**src/rtl/goose_game_ctrl.sv**
```systemverilog
// goose_game_ctrl
//   Top-level sequencer for the goose-run VGA game. It owns the
//   attract/play/game-over state machine, the per-frame goose/bean
//   collision latch, the running score and the best score since reset.
//
// Ports
//   clk        pixel-domain clock
//   reset      asynchronous, active-low reset
//   btn_l/r    raw asynchronous buttons
//   frame_end  one-clk pulse at the start of vertical blanking
//   goose_px   current pixel belongs to the goose sprite
//   bean_px    current pixel belongs to the bean sprite
//   state      00 ATTRACT, 01 PLAY, 10 DEAD
//   play       high in PLAY (animation enable)
//   hit        high in DEAD (collision latched)
//   restart    one-clk pulse on every entry to PLAY
//   score      current run score
//   score_hi   best score since reset
//
// Optional feature: define SCORE_BCD_EN to count score/score_hi in packed
// BCD (SCORE_W/4 digits, saturating at all-9s). Default is plain binary.

module goose_game_ctrl #(
  parameter int SCORE_W   = 16,
  parameter int TICK_DIV  = 10,
  parameter int DEAD_HOLD = 30
) (
  input  logic               clk,
  input  logic               reset,
  input  logic               btn_l,
  input  logic               btn_r,
  input  logic               frame_end,
  input  logic               goose_px,
  input  logic               bean_px,
  output logic [1:0]         state,
  output logic               play,
  output logic               hit,
  output logic               restart,
  output logic [SCORE_W-1:0] score,
  output logic [SCORE_W-1:0] score_hi
);

  localparam int TICK_W = (TICK_DIV > 1) ? $clog2(TICK_DIV) : 1;
  localparam int HOLD_W = (DEAD_HOLD > 0) ? $clog2(DEAD_HOLD + 1) : 1;
  localparam logic [TICK_W-1:0] TICK_LAST = TICK_W'(TICK_DIV - 1);
  localparam logic [HOLD_W-1:0] HOLD_MAX  = HOLD_W'(DEAD_HOLD);

  typedef enum logic [1:0] {
    ST_ATTRACT = 2'b00,
    ST_PLAY    = 2'b01,
    ST_DEAD    = 2'b10
  } state_t;

  state_t              r_state;
  state_t              w_stateNext;
  logic [1:0]          r_syncL;
  logic [1:0]          r_syncR;
  logic                r_btnAnyD;
  logic                r_press;
  logic                r_coll;
  logic                r_restart;
  logic [TICK_W-1:0]   r_tickCnt;
  logic [HOLD_W-1:0]   r_holdCnt;
  logic [SCORE_W-1:0]  r_score;
  logic [SCORE_W-1:0]  r_scoreHi;

  logic w_btnAny;
  logic w_hitNow;
  logic w_enterPlay;
  logic w_enterDead;
  logic w_tickFrame;
  logic w_holdFrame;

`ifdef SCORE_BCD_EN
  localparam int DIGITS = SCORE_W / 4;

  // Packed-BCD increment with per-digit carry; holds once every digit is 9.
  function automatic logic [SCORE_W-1:0] incScore(input logic [SCORE_W-1:0] v);
    logic [SCORE_W-1:0] res;
    logic               carry;
    logic               allNine;
    logic [3:0]         d;
    res     = v;
    carry   = 1'b1;
    allNine = 1'b1;
    for (int i = 0; i < DIGITS; i++) begin
      if (v[4*i +: 4] != 4'd9) allNine = 1'b0;
    end
    if (!allNine) begin
      for (int i = 0; i < DIGITS; i++) begin
        d = v[4*i +: 4];
        if (carry) begin
          if (d == 4'd9) begin
            d     = 4'd0;
            carry = 1'b1;
          end else begin
            d     = d + 4'd1;
            carry = 1'b0;
          end
        end
        res[4*i +: 4] = d;
      end
    end
    return res;
  endfunction
`else
  // Binary increment that saturates at all-ones instead of wrapping.
  function automatic logic [SCORE_W-1:0] incScore(input logic [SCORE_W-1:0] v);
    return (&v) ? v : v + SCORE_W'(1);
  endfunction
`endif

  assign w_btnAny = r_syncL[1] | r_syncR[1];
  assign w_hitNow = goose_px & bean_px;

  // Two-flop synchronizers followed by a registered rising-edge detect, so a
  // press pulse appears three clocks after the raw button rises and a held
  // button can never produce a second pulse.
  always_ff @(posedge clk or negedge reset) begin
    if (!reset) begin
      r_syncL   <= 2'b00;
      r_syncR   <= 2'b00;
      r_btnAnyD <= 1'b0;
      r_press   <= 1'b0;
    end else begin
      r_syncL   <= {r_syncL[0], btn_l};
      r_syncR   <= {r_syncR[0], btn_r};
      r_btnAnyD <= w_btnAny;
      r_press   <= w_btnAny & ~r_btnAnyD;
    end
  end

  always_ff @(posedge clk or negedge reset) begin
    if (!reset) r_state <= ST_ATTRACT;
    else        r_state <= w_stateNext;
  end

  // Next-state logic. A press that causes a transition swallows any
  // coincident frame_end; a collision in the frame_end clock itself still
  // counts toward the ending frame.
  always_comb begin
    w_stateNext = r_state;
    w_enterPlay = 1'b0;
    w_enterDead = 1'b0;
    w_tickFrame = 1'b0;
    w_holdFrame = 1'b0;
    case (r_state)
      ST_ATTRACT: begin
        if (r_press) begin
          w_stateNext = ST_PLAY;
          w_enterPlay = 1'b1;
        end
      end
      ST_PLAY: begin
        if (frame_end) begin
          if (r_coll | w_hitNow) begin
            w_stateNext = ST_DEAD;
            w_enterDead = 1'b1;
          end else begin
            w_tickFrame = 1'b1;
          end
        end
      end
      ST_DEAD: begin
        if (r_press && (r_holdCnt == HOLD_MAX)) begin
          w_stateNext = ST_PLAY;
          w_enterPlay = 1'b1;
        end else if (frame_end) begin
          w_holdFrame = 1'b1;
        end
      end
      default: w_stateNext = ST_ATTRACT;
    endcase
  end

  // Datapath: collision latch, frame counters, score and high score.
  // The collision latch only lives within PLAY and is emptied each frame.
  always_ff @(posedge clk or negedge reset) begin
    if (!reset) begin
      r_coll    <= 1'b0;
      r_restart <= 1'b0;
      r_tickCnt <= '0;
      r_holdCnt <= '0;
      r_score   <= '0;
      r_scoreHi <= '0;
    end else begin
      r_coll    <= (r_state == ST_PLAY) && !frame_end && (r_coll | w_hitNow);
      r_restart <= w_enterPlay;
      if (w_enterPlay) begin
        r_tickCnt <= '0;
        r_holdCnt <= '0;
        r_score   <= '0;
      end else begin
        if (w_tickFrame) begin
          if (r_tickCnt == TICK_LAST) begin
            r_tickCnt <= '0;
            r_score   <= incScore(r_score);
          end else begin
            r_tickCnt <= r_tickCnt + TICK_W'(1);
          end
        end
        if (w_holdFrame && (r_holdCnt != HOLD_MAX)) begin
          r_holdCnt <= r_holdCnt + HOLD_W'(1);
        end
      end
      if (w_enterDead && (r_score > r_scoreHi)) begin
        r_scoreHi <= r_score;
      end
    end
  end

  assign state    = r_state;
  assign play     = (r_state == ST_PLAY);
  assign hit      = (r_state == ST_DEAD);
  assign restart  = r_restart;
  assign score    = r_score;
  assign score_hi = r_scoreHi;

endmodule

```
**config.mk**
```make
export PLATFORM = sky130hd
export DESIGN_NAME = goose_game_ctrl
export DESIGN_NICKNAME = d
export VERILOG_FILES = /design/src/rtl/goose_game_ctrl.sv
export SDC_FILE = /design/constraint.sdc
export NUM_CORES = 1
export LEC_CHECK = 0
export CAP_MARGIN = 20
export CORE_ASPECT_RATIO = 0.8
export CORE_MARGIN = 4
export CORE_UTILIZATION = 57
export DETAILED_ROUTE_END_ITERATION = 12
export PLACE_DENSITY = 0.88
export SYNTH_ARGS = -nofsm -noshare
export SYNTH_HDL_FRONTEND = slang
export SYNTH_SLANG_ARGS = --single-unit
export TNS_END_PERCENT = 30
```
**constraint.sdc**
```tcl
create_clock -name clk -period 7.02 [get_ports clk]
set_input_delay 0.702 -clock clk [delete_from_list [all_inputs] [get_ports clk]]
set_output_delay 0.702 -clock clk [all_outputs]
set_load 0.05 [all_outputs]
```
==> out/metrics.csv <==
metric;value;unit
Post-CTS Setup Inserts;0;
global route total overflow;0;
core area;4600;sq um
setup TNS;0;ns
Pleak;0.00147;uW
TritonRoute pass-1 iters;4;
Placement Rows;22;
wirelength, routed;5840;microns
Register-to-Register Path Depth;6;
PortBufs;43;
CTS tree;yes;
GRT Total Usage;20.3;%
FFs w/ async S/R, synth;100;%
top cells by area, synth;dfrtp_1, ha_1, mux2_2, nor2_1, inv_1;
FF+latch area;1280;sq um
# nets final;333;
period utilization;37.8;%
hold-fix buffers at CTS;0;
Avg Cell Area, Syn;10.5;sq um
Slew headroom;43.1;%
post-synthesis instance total;260;
Synth area leader;dfrtp_1;
R2R Path Start;score[15]$_DFFE_PN0P_;
crit path time final;2.66;ns
worst skew pair latency;0.31;ns
crit path launch;score[15]$_DFFE_PN0P_;
Top Ports;44;
Synth top area share;46.8;%
CTS resizes;0;
diode count;0;
H-tree depth;2;
Vias/cell;5.86;
first-pass GRT wire length;9740;microns
final setup vio count;0;
synth cell count leaders;dfrtp_1, nor2_1, inv_1;
crit path kind;flip-flop to flip-flop;
Post-Route Utilization;72.6;%
YS warnings;0;
Cell Area, Synth;2730;sq um
Clock Pin Slew Worst Setup and Hold Paths;0.10;ns
routed length per instance;16.0;microns
status;completed;
DIE HEIGHT;69.9;microns
number of synthesized flops with an enable pin;0;
Synth cell types;44;
Die X;85.4;microns
critical path fanouts, max;16;
clk_skew;0.0134;ns
area growth from synthesis to layout;22.2;%
Num Clock Sinks;51;
sequential area share after synthesis;46.8;%
reg2reg setup slack;4.36;ns
largest net degree at the start of global routing;52;
Final Max Slew Viols;0;
maximum vdd drop;0.000199;V
Power Density;201;nW/um^2
worst-margin pin slew;0.852;ns
reg2reg end;score_hi[7]$_DFFE_PN0P_;
Final HPWL DP;4330;microns
element type at the critical path start;flip-flop;
DR vias;2146;
Antenna Violating Nets Remaining;0;
total CTS buffers;5;
routability cong.;0.894;
max-cap violation count;0;
Fmax;377;MHz
initial antenna violation count;0;
Synth Flop Type;dfrtp_1;
Required @ worst endpoint;7.21;ns
worst min path class;primary input to async pin;
vias in the first global route;2042;
Post-Place Setup Slack;4.22;ns
Arr. time, crit path;2.85;ns
FILL cells;323;
#FFs+latches synth;51;
Max clock buf depth;2;
drt initial violations;252;
most frequent cell after synthesis;dfrtp_1;
die area;5970;sq um
share of layout cells above drive strength 1;12.1;%
RSZ-0062 raised after global routing;false;
Initial Util;59.4;%
fin worst setup slack;4.36;ns
Critical Path End Type;flip-flop;
Root Buffer;clkbuf_8;
area of the multi-input gates;1320;sq um
Mapped Nets;288;
final hold violation count;0;
# DRC;0;
-- critical path, cell delays in order (launching register included) --
cell and delay [ns]:
dfrtp_1 0.47, ha_1 0.37, nand4_1 0.23, nor4_2 0.41, a22oi_2 0.12, a21oi_4 0.53
mux2_2 0.40
-- worst max-delay path by stage --
stage	endpoint	slack, ns	depth (start not counted)
2_1_floorplan	score_hi[7]$_DFFE_PN0P_	4.49	8
3_3_place_gp	score_hi[8]$_DFFE_PN0P_	4.27	6
3_5_place_dp	score_hi[13]$_DFFE_PN0P_	4.22	6
4_1_cts	score_hi[7]$_DFFE_PN0P_	4.35	6
5_1_grt	score_hi[7]$_DFFE_PN0P_	4.22	6
6_report	score_hi[7]$_DFFE_PN0P_	4.36	6
-- flip-flops by register name, indices dropped and copies added, names as in the netlist --
signal / count
r_syncL: 2
state: 2
r_press: 1
score: 16
r_holdCnt: 5
r_syncR: 2
r_tickCnt: 4
score_hi: 16
restart: 1
r_coll: 1
r_btnAnyD: 1
-- area by class of cell --
cell class / count / area share [%]
sequential: 51 / 38.3
inverter: 25 / 2.81
timing repair buffer: 45 / 13.6
clock inverter: 2 / 1.16
clock buffer: 6 / 2.48
multi-input combinational: 177 / 39.5
tap: 60 / 2.25
-- routing by layer --
layer / part of all wire, % / global-route usage [%] / wire (microns) / vias to the layer above
met5: 0 / 0 / 0 / -
met4: 1.1 / 5.98 / 66 / 0
met3: 6.5 / 4.72 / 381 / 12
met2: 48 / 31.9 / 2800 / 80
met1: 44 / 28.2 / 2590 / 1049
li1: - / - / - / 1005
-- kinds of logic after synthesis --
group | synth area share (%)
and+or+nand+nor | 16.7
DFF | 46.8
AOI/OAI and AO/OA | 10.1
buffers and inverters | 5.00
adders and majority gates | 9.63
muxes | 7.61
xor gates and xnor gates | 4.17
-- power breakdown --
part | internal, uW | total [uW] | switching (uW) | leakage [uW]
Sequential | 311 | 331 | 19.6 | 0.000683
Clock | 117 | 216 | 98.9 | 0.0000618
Combinational | 43.1 | 125 | 81.7 | 0.000723
Total | 472 | 672 | 200 | 0.00147
-- metrics by stage --
step	hold WS (ns)	power [uW]	area [sq um]	cells
after floorplan	0.331	416	2730	260
after global placement	0.331	454	3190	357
after detailed placement	0.339	461	3190	357
after CTS	0.359	674	3320	365
after global routing	0.363	701	3340	366
final	0.337	672	3340	366
-- cells in the final DEF, fill, tap and decap left out, drive strengths merged, types with 3 or more instances in the layout --
| cell | instances |
|---|---|
| nor3 | 8 |
| or3 | 4 |
| a211oi | 3 |
| a21o | 3 |
| clkdlybuf4s50 | 42 |
| xor2 | 6 |
| dfrtp | 51 |
| buf | 3 |
| inv | 25 |
| xnor2 | 7 |
| and3 | 3 |
| nand4 | 9 |
| or2 | 3 |
| a21oi | 16 |
| mux2 | 14 |
| ha | 21 |
| mux2i | 5 |
| nor2 | 25 |
| nand3 | 10 |
| clkbuf | 6 |
| nand2 | 12 |
| o21ai | 7 |
(Power assumes the default switching activity.)
